--- src/rtl/rob_pr_free_distributor.sv ---
// Purpose: queue freed-PR bundles from the ROB and fan each head lane out to its free-list bank (bank = PR[1:0]).
// Latency: a bundle accepted in cycle N is presented in N+1; same-bank lanes drain one per cycle, lowest lane first.
// Backpressure: enq_ready = !full (no bypass when full); per-bank valid/ready; head retires once every lane is handshaken.
//
// Ports:
//   CLK, nRST            - clock, asynchronous active-low reset
//   enq_valid            - ROB offers a bundle this cycle
//   enq_valid_mask       - per-lane freed-PR valid (an all-zero mask is dropped)
//   enq_PR_by_lane       - freed PR per lane, lane i at [i*PR_WIDTH +: PR_WIDTH]
//   enq_ready            - queue has a free slot
//   free_valid_by_bank   - a PR is presented to bank b
//   free_PR_by_bank      - PR presented to bank b, at [b*PR_WIDTH +: PR_WIDTH]; 0 when not valid
//   free_ready_by_bank   - bank b accepts the presented PR
module rob_pr_free_distributor #(
  parameter int ENTRIES  = 2,
  parameter int LANES    = 4,
  parameter int PR_WIDTH = 7,
  parameter int BANKS    = 4
) (
  input  logic                         CLK,
  input  logic                         nRST,
  input  logic                         enq_valid,
  input  logic [LANES-1:0]             enq_valid_mask,
  input  logic [LANES*PR_WIDTH-1:0]    enq_PR_by_lane,
  output logic                         enq_ready,
  output logic [BANKS-1:0]             free_valid_by_bank,
  output logic [BANKS*PR_WIDTH-1:0]    free_PR_by_bank,
  input  logic [BANKS-1:0]             free_ready_by_bank
);

  // BANKS is expected to be a power of two >= 2 so the bank is a plain low-bit slice of the PR.
  localparam int PTR_W  = (ENTRIES > 1) ? $clog2(ENTRIES) : 1;
  localparam int BANK_W = (BANKS > 1) ? $clog2(BANKS) : 1;

  typedef logic [LANES-1:0][PR_WIDTH-1:0] lane_prs_t;

  // Queue storage: PRs need no reset, the remaining masks do (they define occupancy of each lane).
  lane_prs_t        pr_mem   [ENTRIES];
  logic [LANES-1:0] rem_mask [ENTRIES];

  logic [PTR_W-1:0] head;
  logic [PTR_W-1:0] tail;
  logic             full;
  logic             empty;

  lane_prs_t        enq_prs;
  lane_prs_t        head_prs;
  logic [LANES-1:0] head_rem;
  logic [LANES-1:0] head_rem_next;
  logic [LANES-1:0] clr_mask;

  logic [BANKS-1:0][LANES-1:0] grant;
  logic [BANKS-1:0]            taken;

  logic enq;
  logic deq;

  function automatic logic [PTR_W-1:0] ptr_inc(input logic [PTR_W-1:0] p);
    return (p == PTR_W'(ENTRIES - 1)) ? '0 : p + 1'b1;
  endfunction

  assign enq_prs  = enq_PR_by_lane;
  assign head_prs = pr_mem[head];
  assign head_rem = rem_mask[head];

  // head == tail is ambiguous on its own; the full flag disambiguates.
  assign empty     = (head == tail) && !full;
  assign enq_ready = !full;

  // Zero-mask bundles are swallowed here so they never occupy a slot.
  assign enq = enq_valid && !full && (|enq_valid_mask);

  // Per-bank priority pick: the lowest remaining lane whose PR maps to the bank.
  always_comb begin
    grant = '0;
    taken = '0;
    for (int b = 0; b < BANKS; b++) begin
      for (int i = 0; i < LANES; i++) begin
        if (!empty && head_rem[i] && !taken[b] &&
            (head_prs[i][BANK_W-1:0] == BANK_W'(b))) begin
          grant[b][i] = 1'b1;
          taken[b]    = 1'b1;
        end
      end
    end
  end

  // grant is one-hot per bank, so a plain priority-free mux is enough.
  always_comb begin
    free_valid_by_bank = '0;
    free_PR_by_bank    = '0;
    for (int b = 0; b < BANKS; b++) begin
      free_valid_by_bank[b] = |grant[b];
      for (int i = 0; i < LANES; i++) begin
        if (grant[b][i]) begin
          free_PR_by_bank[b*PR_WIDTH +: PR_WIDTH] = head_prs[i];
        end
      end
    end
  end

  always_comb begin
    clr_mask = '0;
    for (int b = 0; b < BANKS; b++) begin
      if (free_valid_by_bank[b] && free_ready_by_bank[b]) begin
        clr_mask = clr_mask | grant[b];
      end
    end
  end

  assign head_rem_next = head_rem & ~clr_mask;

  // Stored bundles always have a non-zero mask, so an empty remainder means the head is done.
  assign deq = !empty && (head_rem_next == '0);

  always_ff @(posedge CLK or negedge nRST) begin
    if (!nRST) begin
      head <= '0;
      tail <= '0;
      full <= 1'b0;
      for (int e = 0; e < ENTRIES; e++) begin
        rem_mask[e] <= '0;
      end
    end else begin
      // head and tail only alias when empty (no head update) or full (no enqueue).
      if (!empty) begin
        rem_mask[head] <= head_rem_next;
      end
      if (enq) begin
        rem_mask[tail] <= enq_valid_mask;
        tail           <= ptr_inc(tail);
      end
      if (deq) begin
        head <= ptr_inc(head);
      end
      if (enq && !deq) begin
        full <= (ptr_inc(tail) == head);
      end else if (deq && !enq) begin
        full <= 1'b0;
      end
    end
  end

  always_ff @(posedge CLK) begin
    if (enq) begin
      pr_mem[tail] <= enq_prs;
    end
  end

endmodule

--- config.mk ---
export PLATFORM = sky130hd
export DESIGN_NAME = rob_pr_free_distributor
export DESIGN_NICKNAME = d
export VERILOG_FILES = /design/src/rtl/rob_pr_free_distributor.sv
export SDC_FILE = /design/constraint.sdc
export NUM_CORES = 1
export LEC_CHECK = 0
export ABC_AREA = 1
export CELL_PAD_IN_SITES_DETAIL_PLACEMENT = 0
export CELL_PAD_IN_SITES_GLOBAL_PLACEMENT = 1
export CORE_UTILIZATION = 40
export DETAILED_ROUTE_END_ITERATION = 8
export GPL_TIMING_DRIVEN = 1
export HOLD_SLACK_MARGIN = 0.1
export PLACE_DENSITY_LB_ADDON = 0.1
export SYNTH_ARGS = -nofsm -noshare
export SYNTH_HDL_FRONTEND = slang
export SYNTH_SLANG_ARGS = --single-unit
--- constraint.sdc ---
create_clock -name CLK -period 5.9 [get_ports CLK]
set_input_delay 1.18 -clock CLK [delete_from_list [all_inputs] [get_ports CLK]]
set_output_delay 1.18 -clock CLK [all_outputs]
set_load 0.02 [all_outputs]
Word level (Yosys, flattened, before mapping). Memory sizes are Yosys's and may differ from the RTL's. Index checks and enable logic that the tools add are counted.

Flip-flop bits (word level): 11. RAM bits: 56. Output and inout bits: 33. Memories: 1.

$add $sub $neg: 2. Magnitude comparators: 4. Equality and inequality tests: 14. Muxes and demuxes: 61. Bitwise logic cells: 7. Reductions and logical operators: 71.

Memory list: pr_mem (depth 2, width 28, rd ports 1, clocked after Yosys merged registers in 0, write ports 1, RTL line 38) `lane_prs_t pr_mem [ENTRIES];`.

Operators by type and width (number): $mux 7 (16); $logic_and 1x1->1 (44); $mux 4 (9); $mux 1 (30); $reduce_or 4->1 (5); $bwmux 8 (2); $eq 2x2->1 const B (8); $logic_not 1->1 (16); $mux 8 (2); $or 4x4->4 (3); $demux 4 s1 (2); $eq 2x1->1 const B (4); $logic_not 2->1 (4); $and 4x4->4 (1); $ge 2x2->1 const B (2); $logic_not 4->1 (1); $lt 2x1->1 const B (2); $not 1->2 (2); $not 4->4 (1); $add 1x1->1 const B (2); $eq 1x1->1 (2); $reduce_bool 2->1 (1).

Depth between registers and ports, before layout. Gate-level depths: netlist of the first run.

Depth in word-level cells: 35. Depth in mapped cells: 17. Gate-level depth less buffers: 15.

Worst setup path before layout of the first run. Ideal clock, no wire load.

Path type: input to register. Start: input port enq_valid_mask[1]. End: register rem_mask[4] (netlist bit). Library setup time: 0.130 ns. Arrival: 3.270 ns. Slack: 2.499 ns. Stages on the path: 7. Cells stage by stage: inv_1 > nand3_1 > nand3_1 > nor2_1 > inv_1 > o211ai_1 > o21ai_0.

Cells in the longest elaborated chain, start to end: 3.

Ends and longest elaborated chain: from (decl) (RTL line 23) `input logic [LANES-1:0] enq_valid_mask,`; $reduce_or 4->1 (RTL line 71) `assign enq = enq_valid && !full && (|enq_valid_mask);`; $logic_and 1x1->1 (RTL line 71); $mux 8 (RTL line 129) `if (enq) begin`; to (signal, indexed assignment) (RTL line 127) `rem_mask[head] <= head_rem_next;`; to (signal, indexed assignment) (RTL line 130) `rem_mask[tail] <= enq_valid_mask;`; to (decl) (RTL line 39) `logic [LANES-1:0] rem_mask [ENTRIES];`.

Every way passes these cells. A chain may end at the register's enable or synchronous reset.

Final worst setup path of the first run.
Start: register head. End: output port free_PR_by_bank[17].

Cells in the longest elaborated chain, start to end: 20. Elaborated cells on any way between the ends: 36. Classes of those cells: 5 x eq/ne; 13 x mux; 1 x bitwise; 16 x reduce/logical; 1 x memory.

Ends and longest elaborated chain: from (decl) (RTL line 41) `logic [PTR_W-1:0] head;`; from (signal assigned) (RTL line 134) `head <= ptr_inc(head);`; $not 1->2 (implied by the code) (RTL line 64) `assign head_rem = rem_mask[head];`; $mux 4 (implied by the code) (3 in a row) (RTL line 64); $logic_and 1x1->1 (2 in a row) (RTL line 79) `if (!empty && head_rem[i] && !taken[b] &&`; $mux 1 (RTL line 79); $logic_not 1->1 (RTL line 79); $logic_and 1x1->1 (2 in a row) (RTL line 79); $mux 1 (RTL line 79); $logic_not 1->1 (RTL line 79); $logic_and 1x1->1 (2 in a row) (RTL line 79); $mux 1 (RTL line 79); $logic_not 1->1 (RTL line 79); $logic_and 1x1->1 (2 in a row) (RTL line 79); $mux 1 (RTL line 79); $mux 7 (*) (RTL line 95) `if (grant[b][i]) begin`; to (decl) (RTL line 27) `output logic [BANKS*PR_WIDTH-1:0] free_PR_by_bank,`.

Every way passes the cells marked *; elsewhere a longest branch is shown, timed or not. The select of a mux whose other input is x is not followed.

==> results.md, run 1 <==
- Antenna diodes: 0
- Top FF cell, synth: edfxtp_1
- Worst EP required: approximately 4700 ps
- Number of synthesized register bits: 67
- Gpl congestion: 0.895
- Slew HR: 0.397
- Crit path buf inv count: 2
- Pin count of the biggest net entering global routing: 26
- Synth Instances: 418
- Final Hold Fails: 0
- P_leak: 0.00190 uW
- RSZ-0062 raised after global routing: false
- Async S/R FF share, synth: 0.164
- Crit path kind: reg2out
- # resized after CTS: 0
- Die ar.: slightly below 10000 sq um
- CP Capture Type: output port
- IO Port Bufs: 67
- Initial cell density of the core: 0.410
- Area leader, netlist: edfxtp_1
- Max Cap Violations: 0
- Max VDD drop: about 0.00023 V
- Top achievable clock speed: 213 MHz
- Post-synth EDFFs: 56
- Num ports: 72
- Final #Nets: 530
- Crit share post-route: 0.794
- Hold WS: 494 ps
- DRC: 0
- Ranking of synthesized cells by area: edfxtp_1 (45%), nand2_1 (9.4%), dfrtp_1 (7.3%), nor2_1 (5.8%), mux2i_1 (4.5%)
- Post-route minimum period: 4680 ps
- # fillers: 899
- Sequential fraction of the synthesis area: 0.519
- Highest fanout seen on the critical path: 22
- Clock Tree Buf Depth: 2
- Clk_skew: 10.5 ps
- Initial DRC count: between 100 and 150
- Drt first pass iters: 4
- Final setup viols: 0
- Synth cell types: 30
- Setup TNS Final: 0 ps
- Vias per cell: 5.11
- Status: finished, final reports clean
- Setup Buffers After CTS: 0
- Dominant cell by count in the synthesized netlist: nand2_1
- WP data arrival: 3500 ps
- Clk Latency, worst-skew pair: 340 ps
- Die Span Y: around 99 microns
- Vias: 3098
- H-tree depth: 3
- Area Growth Syn to Fin: 25.0%
- Layout cells sized above 1: 0.115
- Least-Margin Pin Slew: 903 ps
- Most repeated library cell on the critical path: nand2_1
- Yosys top cell area share: 0.446
- First-pass GRT wire length: 15.5 mm
- Slew Limit Fails: 0
- CP cell instances: inv_4 > nand2_2 > nand3_4 > nand2_1 > nor2_1 > nor3_1 > nand2_1 > o21ai_0 > clkdlybuf4s50_1
- Initial antenna violation count: 0
- CP delay by family, top: simple AND/OR/NAND/NOR gates
- Post-Syn Area: 3770 sq um
- Placeable Area: 9200 sq um
- CTS tree: yes
- Routed Antenna Nets: 0
- Worst-path clk slew: 80 ps
- Max stage delay on crit path: 750 ps
- Hpwl dp: 7.25 mm
- Drt wl/cell: between 15 and 20 microns
- Avg Cell Area, Syn: 9.03 sq um
- CP startpoint kind: flop
- Hold-fix buffers, CTS: 0
- Min-delay worst type: reg2reg
- Gr ovfl total: 0
- Vias in the first global route: 3037
- Sink Count: 67
- DRT Wirelength: 9.79 mm
- Root buffer cell: clkbuf_8
- Die W: 99.1 microns
- Yosys warning count: 0
- Slowest CP cell: dfrtp_2
- TritonCTS Buffers: 9
- PD cells: around 490 nW/um^2
- Synth cell count leaders: nand2_1 (95), nor2_1 (58), edfxtp_1 (56), inv_1 (42), o21ai_0 (28)
- Overall Global Routing Usage: 0.211
- Std-Cell Rows: 35
==> cell type report <==
type / instances / area [sq um] / share of cell area
inverter: 43 / 164 / 0.0347
clock inverter: 7 / 68.8 / 0.0146
timing repair buffer: 70 / 693 / 0.147
sequential: 67 / 1960 / 0.415
clock buffer: 9 / 124 / 0.0263
tap: 111 / 139 / 0.0294
multi-input combinational: 299 / 1570 / 0.333
==> cell usage in the layout, fill, tap and decap left out, types with 2 or more instances in the layout <==
cell type and n:
a21oi_1 4, buf_4 3, clkbuf_8 9, clkdlybuf4s50_1 67, clkinv_2 3, clkinvlp_4 2
conb_1 4, dfrtp_1 10, edfxtp_1 56, inv_1 42, mux2i_1 17, nand2_1 95
nand2_2 13, nand3_1 15, nand3_2 6, nand3_4 2, nand4_1 8, nor2_1 56
nor2_2 9, nor2_4 2, nor3_1 3, o211ai_1 6, o21ai_0 28, o21ai_1 4
o21ai_2 2, o22ai_1 20
==> layer usage <==
layer | GRT usage | vias to the layer above | part of all wire
li1 | - | 1569 | -
met1 | 0.277 | 1446 | 0.47
met2 | 0.350 | 72 | 0.47
met3 | 0.0387 | 11 | 0.045
met4 | 0.0781 | 0 | 0.013
met5 | 0 | - | 0
==> kinds of logic after synthesis <==
group           share of synthesized area
simple gates                        0.257
compound gates                      0.106
flops                               0.519
buf+inv                            0.0693
mux                                0.0451
fa+ha+maj                         0.00332
other cells                      0.000994
==> flip-flops by register name, indices dropped and copies added, names as in the netlist <==
signal / flops
head: 1
pr_mem: 56
rem_mask: 8
tail: 1
full: 1
==> stage by stage <==
step	cells	util	setup WS [ps]	instance area, sq um	power (uW)
global placement	590	0.492	1600	4530	1970
CTS	606	0.513	1140	4720	2350
finish	606	0.513	1220	4720	2330
floorplan	421	-	2500	3780	1550
global route	606	0.513	886	4720	2500
detailed placement	590	0.492	1530	4530	1980
==> path summary, 6_finish.rpt <==
path                            from                   to  slack, ps  cells after the start
min in group asynchronous       nRST                 tail       1170                      1
max in group asynchronous       nRST                 head       4370                      1
worst min register to register  full                 full        490                      2
worst max-delay path            head  free_PR_by_bank[17]       1220                      9
worst min-delay path            full                 full        490                      2
worst max register to register  head                 full       2920                     13
==> worst register-to-register path, stage by stage, from the launching register on <==
cell and delay (ps):
dfrtp_2 750, buf_4 420, nand2_1 100, o21ai_1 140
nand2_1 90, nor2_1 260, nand3_2 240, nor2_1 140
nor2_1 80, nand3_2 70, nand4_1 140, ha_1 320
nand2_1 60, o21ai_0 70
==> power breakdown <==
part           leakage, uW  switching, uW  internal (uW)
registers         0.000658           70.0            637
clock network    0.0000950            176            193
logic              0.00115            807            449
total              0.00190           1050           1280
No activity file was read; power rests on OpenSTA's default activity.
==> inputs of run 2 (changes only) <==
--- a/config.mk
+++ b/config.mk
@@ -8,7 +8,7 @@
 export ABC_AREA = 1
 export CELL_PAD_IN_SITES_DETAIL_PLACEMENT = 0
 export CELL_PAD_IN_SITES_GLOBAL_PLACEMENT = 1
-export CORE_UTILIZATION = 40
+export CORE_UTILIZATION = 39
 export DETAILED_ROUTE_END_ITERATION = 8
 export GPL_TIMING_DRIVEN = 1
 export HOLD_SLACK_MARGIN = 0.1
==> constraint.sdc (replaced) <==
create_clock -name CLK -period 4.8 [get_ports CLK]
set_input_delay 0.96 -clock CLK [delete_from_list [all_inputs] [get_ports CLK]]
set_output_delay 0.96 -clock CLK [all_outputs]
set_load 0.02 [all_outputs]
==> run 2 against run 1 <==
Effect of this change:
- power is 28% higher
- final cell count is 3.1% higher
- largest power group unchanged
- first-iteration DRC count is 0.72% higher
- worst hold slack worse by 14 ps
- global-route usage is 0.40 points higher
- clock-buffer cell count stayed put
- highest routed layer unchanged
- setup slack worse by 720 ps
- non-clock buffer count is 1 higher
==> results.md, run 2 (synthesis gave the netlist of run 1 again) <==
- Initial antenna violation count: 0 (unchanged)
- Area Growth Syn to Fin: 26.8%
- Antenna diodes: 0 (unchanged)
- Vias in the first global route: 3057 (+0.66%)
- Setup TNS Final: 0 ps (unchanged)
- Slew HR: 0.473 (+0.0752)
- Worst r2r src: head
- Reg2reg path depth: 13 (unchanged)
- Reg2reg end: full
- Setup Buffers After CTS: 0 (unchanged)
- Routed Antenna Nets: 0 (unchanged)
- Final #Nets: 531 (+0.19%)
- Gpl congestion: 0.905 (+1.1%)
- Worst-path clk slew: 80 ps (about the same)
- Drt wl/cell: 16.2 microns (+0.37%)
- DRT Wirelength: 10.1 mm (+3.5%)
- H-tree depth: 3 (unchanged)
- CP Capture Type: output port
- Critical Path End: free_PR_by_bank[24]
- Total power: 2970 uW (+28%)
- Top Registers: pr_mem (56), rem_mask (8)
- Final Hold Fails: 0 (unchanged)
- Slowest CP cell: clkdlybuf4s50_1
- WP data arrival: 3340 ps (-160 ps)
- Highest fanout seen on the critical path: 25 (+14%)
- CP cell instances: buf_4 > nand2_1 > nand3_4 > nand2_1 > nor2_1 > nor2_1 > nand2_1 > inv_1 > nand2_1 > o21ai_0 > clkdlybuf4s50_1
- Crit path kind: reg2out
- Max stage delay on crit path: 670 ps (-80 ps)
- Reg-to-reg setup timing slack: 1910 ps (-1010 ps)
- TritonCTS Buffers: 9 (unchanged)
- Worst EP required: 3840 ps (-880 ps)
- Commonest non-fill, non-tap cell in the layout: nand2_1
- Setup crit start: head
- Initial cell density of the core: 0.405 (-0.00578)
- IO Port Bufs: 67 (unchanged)
- Min-delay worst type: reg2reg
- Clk_skew: 13.8 ps (+3.25 ps)
- Max Cap Violations: 0 (unchanged)
- Vias: 3114 (+0.52%)
- Die ar.: 10100 sq um (+2.5%)
- Vias per cell: 4.98 (-2.5%)
- RSZ-0062 raised after global routing: false
- Num ports: 72 (unchanged)
- Die Span Y: 100 microns (+1.2%)
- Hold-fix buffers, CTS: 0 (unchanged)
- Gr ovfl total: 0 (unchanged)
- Clock Tree Buf Depth: 2 (unchanged)
- Least-Margin Pin Slew: 790 ps (-113 ps)
- Clk Latency, worst-skew pair: 360 ps (+20 ps)
- Overall Global Routing Usage: 0.215 (+0.00395)
- CTS tree: yes
- Top achievable clock speed: 233 MHz
- First-pass GRT wire length: 15.9 mm (+2.9%)
- Die W: 100 microns (+1.2%)
- Fin area: 4780 sq um (+1.4%)
- Drt first pass iters: 5 (+1)
- Max VDD drop: 0.000348 V (+49%)
- P_leak: 0.00193 uW (+1.2%)
- Most repeated library cell on the critical path: nand2_1
- Final setup viols: 0 (unchanged)
- Pin count of the biggest net entering global routing: 26 (unchanged)
- Crit share post-route: 0.896
- Slew Limit Fails: 0 (unchanged)
- Root buffer cell: clkbuf_8
- Layout cells sized above 1: 0.117 (+0.00178)
- CP startpoint kind: flop
- Placeable Area: 9330 sq um (+1.4%)
- Initial DRC count: 139 (+0.72%)
- Register with the most flip-flops: pr_mem
- Placed cell area: 4560 sq um (+0.66%)
- Sink Count: 67 (unchanged)
- DRC: 0 (unchanged)
- # resized after CTS: 0 (unchanged)
- Hpwl dp: 7.71 mm (+6.3%)
- PD cells: 621 nW/um^2 (+26%)
- Most frequent cells in the layout: nand2_1 (95), clkdlybuf4s50_1 (67), nor2_1 (56), edfxtp_1 (56), inv_1 (42)
- Status: finished, final reports clean
- Max FFs per register: 56 (unchanged)
- Post-route minimum period: roughly 4300 ps
- Std-Cell Rows: 35 (unchanged)
-- run 2: final cells by class --
type / count / area (sq um)
clock inverter: 7 / 105
multi-input combinational: 299 / 1570
sequential: 67 / 1960
inverter: 43 / 164
timing repair buffer: 71 / 701
clock buffer: 9 / 124
tap: 129 / 161
fill: 914 / 4540
-- run 2: worst min-delay path by stage --
| stage | startpoint | slack (ps) | cells after the start | endpoint |
|---|---|---|---|---|
| after floorplan | full | 450 | 2 | full |
| after global placement | full | 460 | 2 | full |
| after detailed placement | full | 470 | 2 | full |
| after CTS | full | 490 | 2 | full |
| after global routing | full | 530 | 2 | full |
| final | full | 480 | 2 | full |
-- run 2: layer usage --
layer,global-route usage,vias up,part of all wire
met5,0,-,0
met4,0.0758,0,0.013
met3,0.0446,12,0.053
met2,0.345,87,0.46
met1,0.288,1449,0.47
li1,-,1566,-
-- run 2: power breakdown --
part | internal (uW) | switching, uW
sequential | 783 | 63.2
combinational | 557 | 1020
clock | 301 | 248
-- run 2: metrics by stage --
step | util | setup slack, ps | cells | hold WS, ps
after floorplan | - | 1620 | 421 | 448
after global placement | 0.488 | 934 | 609 | 460
after detailed placement | 0.488 | 880 | 609 | 468
after CTS | 0.513 | 491 | 625 | 487
after global routing | 0.513 | 240 | 625 | 525
final | 0.513 | 500 | 625 | 480
-- run 2: critical path: cells and delay by family, from the launching register on --
kind                   cells  cell delay (ps)
AND/OR/NAND/NOR            7             1100
buffers and inverters      3             1030
flip-flops                 1              510
AO/OA/AOI/OAI              1              320
==> inputs of run 3 (changes only) <==
--- a/config.mk
+++ b/config.mk
@@ -6,6 +6,7 @@
 export NUM_CORES = 1
 export LEC_CHECK = 0
 export ABC_AREA = 1
+export CAP_MARGIN = 20
 export CELL_PAD_IN_SITES_DETAIL_PLACEMENT = 0
 export CELL_PAD_IN_SITES_GLOBAL_PLACEMENT = 1
 export CORE_UTILIZATION = 39
==> results of run 3 <==
No change in the layout: final DEF, timing and power equal those of run 2.
